$ cat src/rtl/mem_arb_pkg.sv
// Shared types for the unified-memory port arbiter: FSM states, port owner, timeout fill word.
package mem_arb_pkg;

  typedef enum logic [1:0] {
    IDLE,
    BUSY_IF,
    BUSY_DM
  } arb_state_e;

  typedef enum logic {
    OWN_IF,
    OWN_DM
  } owner_e;

  localparam logic [31:0] DEADBEEF = 32'hDEADBEEF;

  // Requester that owns the transaction in flight for a given BUSY state.
  function automatic owner_e owner_of(input arb_state_e s);
    return (s == BUSY_IF) ? OWN_IF : OWN_DM;
  endfunction

endpackage

$ cat src/rtl/arb_pick.sv
// Winner select between fetch and data ports: data-port priority with a
// saturating starvation counter that forces a fetch grant.
module arb_pick #(
  parameter int unsigned STARVE_MAX = 4
) (
  input  logic clock,
  input  logic reset,
  input  logic if_req,
  input  logic dm_req,
  input  logic grant_en,
  output logic grant_if,
  output logic grant_dm
);

  localparam int unsigned     CNT_W   = $clog2(STARVE_MAX + 1);
  localparam logic [CNT_W-1:0] CNT_MAX = CNT_W'(STARVE_MAX);

  logic [CNT_W-1:0] starve_cnt_q;
  logic [CNT_W-1:0] starve_cnt_d;
  logic             if_forced;

  always_comb begin
    if_forced    = (starve_cnt_q == CNT_MAX);
    grant_if     = grant_en & if_req & (~dm_req | if_forced);
    grant_dm     = grant_en & dm_req & ~grant_if;
    starve_cnt_d = starve_cnt_q;
    // Count only data grants that actually made fetch wait.
    if (grant_if) begin
      starve_cnt_d = '0;
    end else if (grant_dm && if_req && !if_forced) begin
      starve_cnt_d = starve_cnt_q + CNT_W'(1);
    end
  end

  always_ff @(posedge clock) begin
    if (reset) begin
      starve_cnt_q <= '0;
    end else begin
      starve_cnt_q <= starve_cnt_d;
    end
  end

endmodule

$ cat src/rtl/mem_port_arbiter.sv
// Shares one single-ported memory between fetch and the MEM-stage data port.
// Optional watchdog abort of hung transactions under `ARB_TIMEOUT_EN.
module mem_port_arbiter
  import mem_arb_pkg::*;
#(
  parameter int unsigned ADDR_W     = 32,
  parameter int unsigned DATA_W     = 32,
  parameter int unsigned STARVE_MAX = 4
`ifdef ARB_TIMEOUT_EN
  , parameter int unsigned TIMEOUT_CYC = 64
`endif
) (
  input  logic              clock,
  input  logic              reset,
  input  logic              if_req,
  input  logic [ADDR_W-1:0] if_addr,
  output logic [DATA_W-1:0] if_rdata,
  output logic              if_valid,
  output logic              if_stall,
  input  logic              dm_req,
  input  logic              dm_we,
  input  logic [ADDR_W-1:0] dm_addr,
  input  logic [DATA_W-1:0] dm_wdata,
  output logic [DATA_W-1:0] dm_rdata,
  output logic              dm_valid,
  output logic              dm_stall,
  output logic              mem_req,
  output logic              mem_we,
  output logic [ADDR_W-1:0] mem_addr,
  output logic [DATA_W-1:0] mem_wdata,
  input  logic [DATA_W-1:0] mem_rdata,
  input  logic              mem_ready,
  output logic              arb_err
);

  arb_state_e        state_q, state_d;
  logic              mem_req_q, mem_req_d;
  logic              mem_we_q, mem_we_d;
  logic [ADDR_W-1:0] mem_addr_q, mem_addr_d;
  logic [DATA_W-1:0] mem_wdata_q, mem_wdata_d;
  logic [DATA_W-1:0] if_rdata_q, if_rdata_d;
  logic [DATA_W-1:0] dm_rdata_q, dm_rdata_d;
  logic              if_valid_q, if_valid_d;
  logic              dm_valid_q, dm_valid_d;
  logic              grant_en, grant_if, grant_dm;
  logic              done;
  logic [DATA_W-1:0] rsp_data;

`ifdef ARB_TIMEOUT_EN
  localparam int unsigned      WD_W    = $clog2(TIMEOUT_CYC + 1);
  localparam logic [WD_W-1:0]  WD_LAST = WD_W'(TIMEOUT_CYC - 1);
  logic [WD_W-1:0] wd_cnt_q, wd_cnt_d;
  logic            arb_err_q, arb_err_d;
`endif

  // No new grant in a completion cycle, so a finishing requester can drop its request.
  assign grant_en = (state_q == IDLE) & ~if_valid_q & ~dm_valid_q;

  arb_pick #(
    .STARVE_MAX(STARVE_MAX)
  ) u_pick (
    .clock   (clock),
    .reset   (reset),
    .if_req  (if_req),
    .dm_req  (dm_req),
    .grant_en(grant_en),
    .grant_if(grant_if),
    .grant_dm(grant_dm)
  );

  always_comb begin
    state_d     = state_q;
    mem_req_d   = mem_req_q;
    mem_we_d    = mem_we_q;
    mem_addr_d  = mem_addr_q;
    mem_wdata_d = mem_wdata_q;
    if_rdata_d  = if_rdata_q;
    dm_rdata_d  = dm_rdata_q;
    if_valid_d  = 1'b0;
    dm_valid_d  = 1'b0;
    done        = 1'b0;
    rsp_data    = mem_rdata;
`ifdef ARB_TIMEOUT_EN
    wd_cnt_d    = wd_cnt_q;
    arb_err_d   = 1'b0;
`endif
    unique case (state_q)
      IDLE: begin
        if (grant_dm) begin
          state_d     = BUSY_DM;
          mem_req_d   = 1'b1;
          mem_we_d    = dm_we;
          mem_addr_d  = dm_addr;
          mem_wdata_d = dm_wdata;
`ifdef ARB_TIMEOUT_EN
          wd_cnt_d    = '0;
`endif
        end else if (grant_if) begin
          state_d    = BUSY_IF;
          mem_req_d  = 1'b1;
          mem_we_d   = 1'b0;
          mem_addr_d = if_addr;
`ifdef ARB_TIMEOUT_EN
          wd_cnt_d   = '0;
`endif
        end
      end
      BUSY_IF, BUSY_DM: begin
        if (mem_ready) begin
          done = 1'b1;
`ifdef ARB_TIMEOUT_EN
        end else if (wd_cnt_q == WD_LAST) begin
          done      = 1'b1;
          rsp_data  = DATA_W'(DEADBEEF);
          arb_err_d = 1'b1;
        end else begin
          wd_cnt_d = wd_cnt_q + WD_W'(1);
`endif
        end
      end
      default: state_d = IDLE;
    endcase

    // Completion: release memory and hand the response to the owning port.
    if (done) begin
      state_d   = IDLE;
      mem_req_d = 1'b0;
      mem_we_d  = 1'b0;
      if (owner_of(state_q) == OWN_IF) begin
        if_valid_d = 1'b1;
        if_rdata_d = rsp_data;
      end else begin
        dm_valid_d = 1'b1;
        if (!mem_we_q) dm_rdata_d = rsp_data;
      end
    end
  end

  always_ff @(posedge clock) begin
    if (reset) begin
      state_q     <= IDLE;
      mem_req_q   <= 1'b0;
      mem_we_q    <= 1'b0;
      mem_addr_q  <= '0;
      mem_wdata_q <= '0;
      if_rdata_q  <= '0;
      dm_rdata_q  <= '0;
      if_valid_q  <= 1'b0;
      dm_valid_q  <= 1'b0;
`ifdef ARB_TIMEOUT_EN
      wd_cnt_q    <= '0;
      arb_err_q   <= 1'b0;
`endif
    end else begin
      state_q     <= state_d;
      mem_req_q   <= mem_req_d;
      mem_we_q    <= mem_we_d;
      mem_addr_q  <= mem_addr_d;
      mem_wdata_q <= mem_wdata_d;
      if_rdata_q  <= if_rdata_d;
      dm_rdata_q  <= dm_rdata_d;
      if_valid_q  <= if_valid_d;
      dm_valid_q  <= dm_valid_d;
`ifdef ARB_TIMEOUT_EN
      wd_cnt_q    <= wd_cnt_d;
      arb_err_q   <= arb_err_d;
`endif
    end
  end

  assign mem_req   = mem_req_q;
  assign mem_we    = mem_we_q;
  assign mem_addr  = mem_addr_q;
  assign mem_wdata = mem_wdata_q;
  assign if_rdata  = if_rdata_q;
  assign dm_rdata  = dm_rdata_q;
  assign if_valid  = if_valid_q;
  assign dm_valid  = dm_valid_q;
  assign if_stall  = if_req & ~if_valid_q;
  assign dm_stall  = dm_req & ~dm_valid_q;
`ifdef ARB_TIMEOUT_EN
  assign arb_err   = arb_err_q;
`else
  assign arb_err   = 1'b0;
`endif

endmodule

$ cat config.mk
export PLATFORM = sky130hd
export DESIGN_NAME = mem_port_arbiter
export DESIGN_NICKNAME = d
export VERILOG_FILES = /design/src/rtl/mem_arb_pkg.sv /design/src/rtl/arb_pick.sv /design/src/rtl/mem_port_arbiter.sv
export SDC_FILE = /design/constraint.sdc
export NUM_CORES = 1
export LEC_CHECK = 0
export ABC_AREA = 1
export CAP_MARGIN = 20
export CORE_ASPECT_RATIO = 1.1
export CORE_UTILIZATION = 44
export DETAILED_ROUTE_END_ITERATION = 10
export GPL_TIMING_DRIVEN = 0
export PLACE_DENSITY_LB_ADDON = 0.08
export SYNTH_ARGS = -nofsm -noshare
export SYNTH_HDL_FRONTEND = slang
export SYNTH_HIERARCHICAL = 1
export SYNTH_SLANG_ARGS = --single-unit
$ cat constraint.sdc
create_clock -name clock -period 4.6 [get_ports clock]
set_clock_uncertainty 0.05 [all_clocks]
set_input_delay 1.15 -clock clock [delete_from_list [all_inputs] [get_ports clock]]
set_output_delay 1.15 -clock clock [all_outputs]
set_load 0.01 [all_outputs]
==> flow_summary_export.csv <==
group,metric,value,unit
outcome,outcome,"finished clean",
detailed_routing,via_count,5737,
timing,timing.hold.ws,409,ps
grt,grt_max_degree,17,
floorplan,fp-row-count,42,
floorplan,coreArea,0.0121,mm2
floorplan,die_area,0.0130,mm2
timing,setup_violations,0,
grt,grt_pass1_wl,25.4,mm
place,gp_congestion,0.778,
synth,syn_area_per_cell,6.88,um2
final_layout,fill_cells,1002,
detailed_routing,detail-route-antenna-nets,0,
synth,synth_ff_type,"dfxtp_1",
timing,setup_tns,0,ps
final_layout,final_nets,1226,
synth,synth_nets,940,
synth,synth_common_cells,"nor2_1, nand2_1, dfxtp_1",
power,p_leak,3.93,nW
synth,synth-seq-area-share,49.8,%
clock_tree,cts.hold.buffers_added,0,
power,ir_drop,0.300,mV
min_path,min_path_type,"reg2reg",
floorplan,pin_count,269,
synth,ys_ff_latch,137,
timing,hold_viol,0,
timing,fin_crit,3620,ps
final_layout,regArea,0.00274,mm2
grt,overflow,0,
synth,synth_top_area_share,49.8,%
power,p_sw_share,34.5,%
power,pwr-share-comb,41.7,%
clock_tree,cts_tree,"done",
clock_tree,numCtsBuffers,17,
clock_tree,root_buffer,"clkbuf_16",
grt,antenna_found_initial,0,
job,max_cap_viol_count,0,
worst_setup_path,crit_required,3400,ps
timing,max_freq,276,MHz
worst_setup_path,crit_path_start_kind,"primary input",
clock_tree,clkLatencyLatePin,410,ps
final_layout,diodes,0,
timing,fin_crit_sh,78.8,%
clock_tree,clock_sinks,137,
power,seqPwrFrac,32.1,%
detailed_routing,drtIter0Drc,205,
synth,synth-warning-count,6,
power,power_frac_clock,26.1,%
synth,async_reset_ff_share,0,%
worst_setup_path,crit_path_end_kind,"output port",
timing,rsz0062_at_grt,"no",
synth,netlist_area,0.00551,mm2
floorplan,start_util,45.4,%
synth,synthCells,801,
clock_tree,cts_resized,0,
detailed_routing,routed_wl,16.2,mm
synth,post_synth_num_cell_types,22,
clock_tree,htree_levels,4,
worst_setup_path,crit_type,"in2out",
final_layout,area_delta_synth_final,63.1,%
synth,yosysMostFrequentCell,"nor2_1",
synth,synth-edff-count,0,
power,p_int,3.49,mW
timing,slew_violations,0,
floorplan,die-width,109,um
power,power_density,593,mW/mm2
worst_setup_path,cp.arrival,2420,ps
detailed_routing,routedWlPerCell,12.9,um
clock_tree,clock_path_buffers,2,
worst_setup_path,cp_max_fo,5,
detailed_routing,dr.pass1.iters,4,
grt,grt_pass1_vias,5367,
clock_tree,cts_setup_buffers,0,
clock_tree,path_clk_slew,50,ps
synth,yosysTopAreaCell,"dfxtp_1",
final_layout,multi_input_area,0.00233,mm2
final_layout,drive_gt1_share,6.36,%
place,hpwl,12.1,mm
synth,synth_top_cells_by_area,"dfxtp_1, nor2_1, nand2_1",
floorplan,fp.dieH,119,um
detailed_routing,vias_per_cell,4.57,
detailed_routing,drc,0,
power,p_switching,1.84,mW
place,io_buffers,267,
grt,track_usage,25.4,%
cell families (layout without fill, tap and decap cells):
| group | after synthesis | in the layout | share of synthesized area [%] |
|---|---|---|---|
| other | 1 | 1 | 0.0680 |
| flip-flops | 137 | 137 | 49.8 |
| AND/OR/NAND/NOR | 454 | 454 | 31.3 |
| adder cells (fa/ha/maj) | 5 | 5 | 1.13 |
| buffers and inverters | 98 | 397 | 7.99 |
| AO/OA/AOI/OAI | 106 | 106 | 9.76 |
cell type report:
class	count	area share (%)
repair buffers	267	29.7
inverters	51	2.13
plain buffers	47	2.77
clock inverters	14	1.91
well taps	154	2.14
clock buffers	18	4.89
multi-input cells	566	25.9
flip-flops and latches	137	30.5
critical path, cell delays in order:
cell and delay [ps]:
clkdlybuf4s50_1 590, inv_1 60, nor2_1 90, clkdlybuf4s50_1 540
placed cells by master (no fill, tap or decap), types with 2 or more instances in the layout:
cell type        synthesis  final
a21oi_1                  8      8
clkinv_2                 0      2
clkinvlp_4               0      6
inv_6                    0      3
nand2_2                  4      4
clkdlybuf4s50_1          0    267
o21ai_0                 91     91
ha_1                     5      5
nor2_1                 265    265
buf_4                    3      3
inv_2                    4      4
buf_2                   19     19
nand3_1                  3      3
clkbuf_16                0     17
o21ai_1                  5      5
buf_1                    2      2
inv_1                   47     47
dfxtp_1                137    137
buf_6                    5      5
bufinv_16                0      3
nand2_1                179    179
clkbuf_1                18     18
metrics by stage:
step	cell area (um2)	instances	setup WS (ps)	utilization (%)	total power [mW]
2_1_floorplan	5510	801	2070	-	2.89
3_3_place_gp	8380	1222	985	69.0	3.92
3_5_place_dp	8380	1222	967	69.0	3.96
4_1_cts	8990	1254	966	74.0	5.38
5_1_grt	8990	1254	915	74.0	5.70
6_report	8990	1254	975	74.0	5.33
power groups by stage:
stage	clock network (mW)	registers, mW	logic (mW)
after global placement	0	1.72	2.21
after floorplan	0	1.89	1.00
after CTS	1.42	1.71	2.24
final	1.39	1.71	2.23
after global routing	1.47	1.75	2.49
after detailed placement	0	1.73	2.23
flip-flops by register name, summed over array words and instances (netlist names):
signal	cells
mem_req	1
u_pick/starve_cnt_q	3
mem_wdata	32
if_rdata	32
state_q	2
mem_addr	32
dm_valid	1
mem_we	1
dm_rdata	32
if_valid	1
metal layers:
metal	vias to the layer above	global-route usage [%]	routed length (um)	share of wire, %
met1	2489	26.9	6460	40
met2	200	44.3	7730	48
li1	3017	-	-	-
met3	31	9.47	1560	9.6
met5	-	0	0	0
met4	0	11.6	448	2.8
final timing paths:
kind | slack [ps] | depth (start not counted) | end | startpoint
max | 980 | 4 | dm_stall | dm_req
min | 410 | 2 | state_q[1] | state_q[1]
max reg2reg | 1960 | 11 | mem_wdata[8] | state_q[1]
min reg2reg | 410 | 2 | state_q[1] | state_q[1]
No activity file was read; power rests on OpenSTA's default activity.
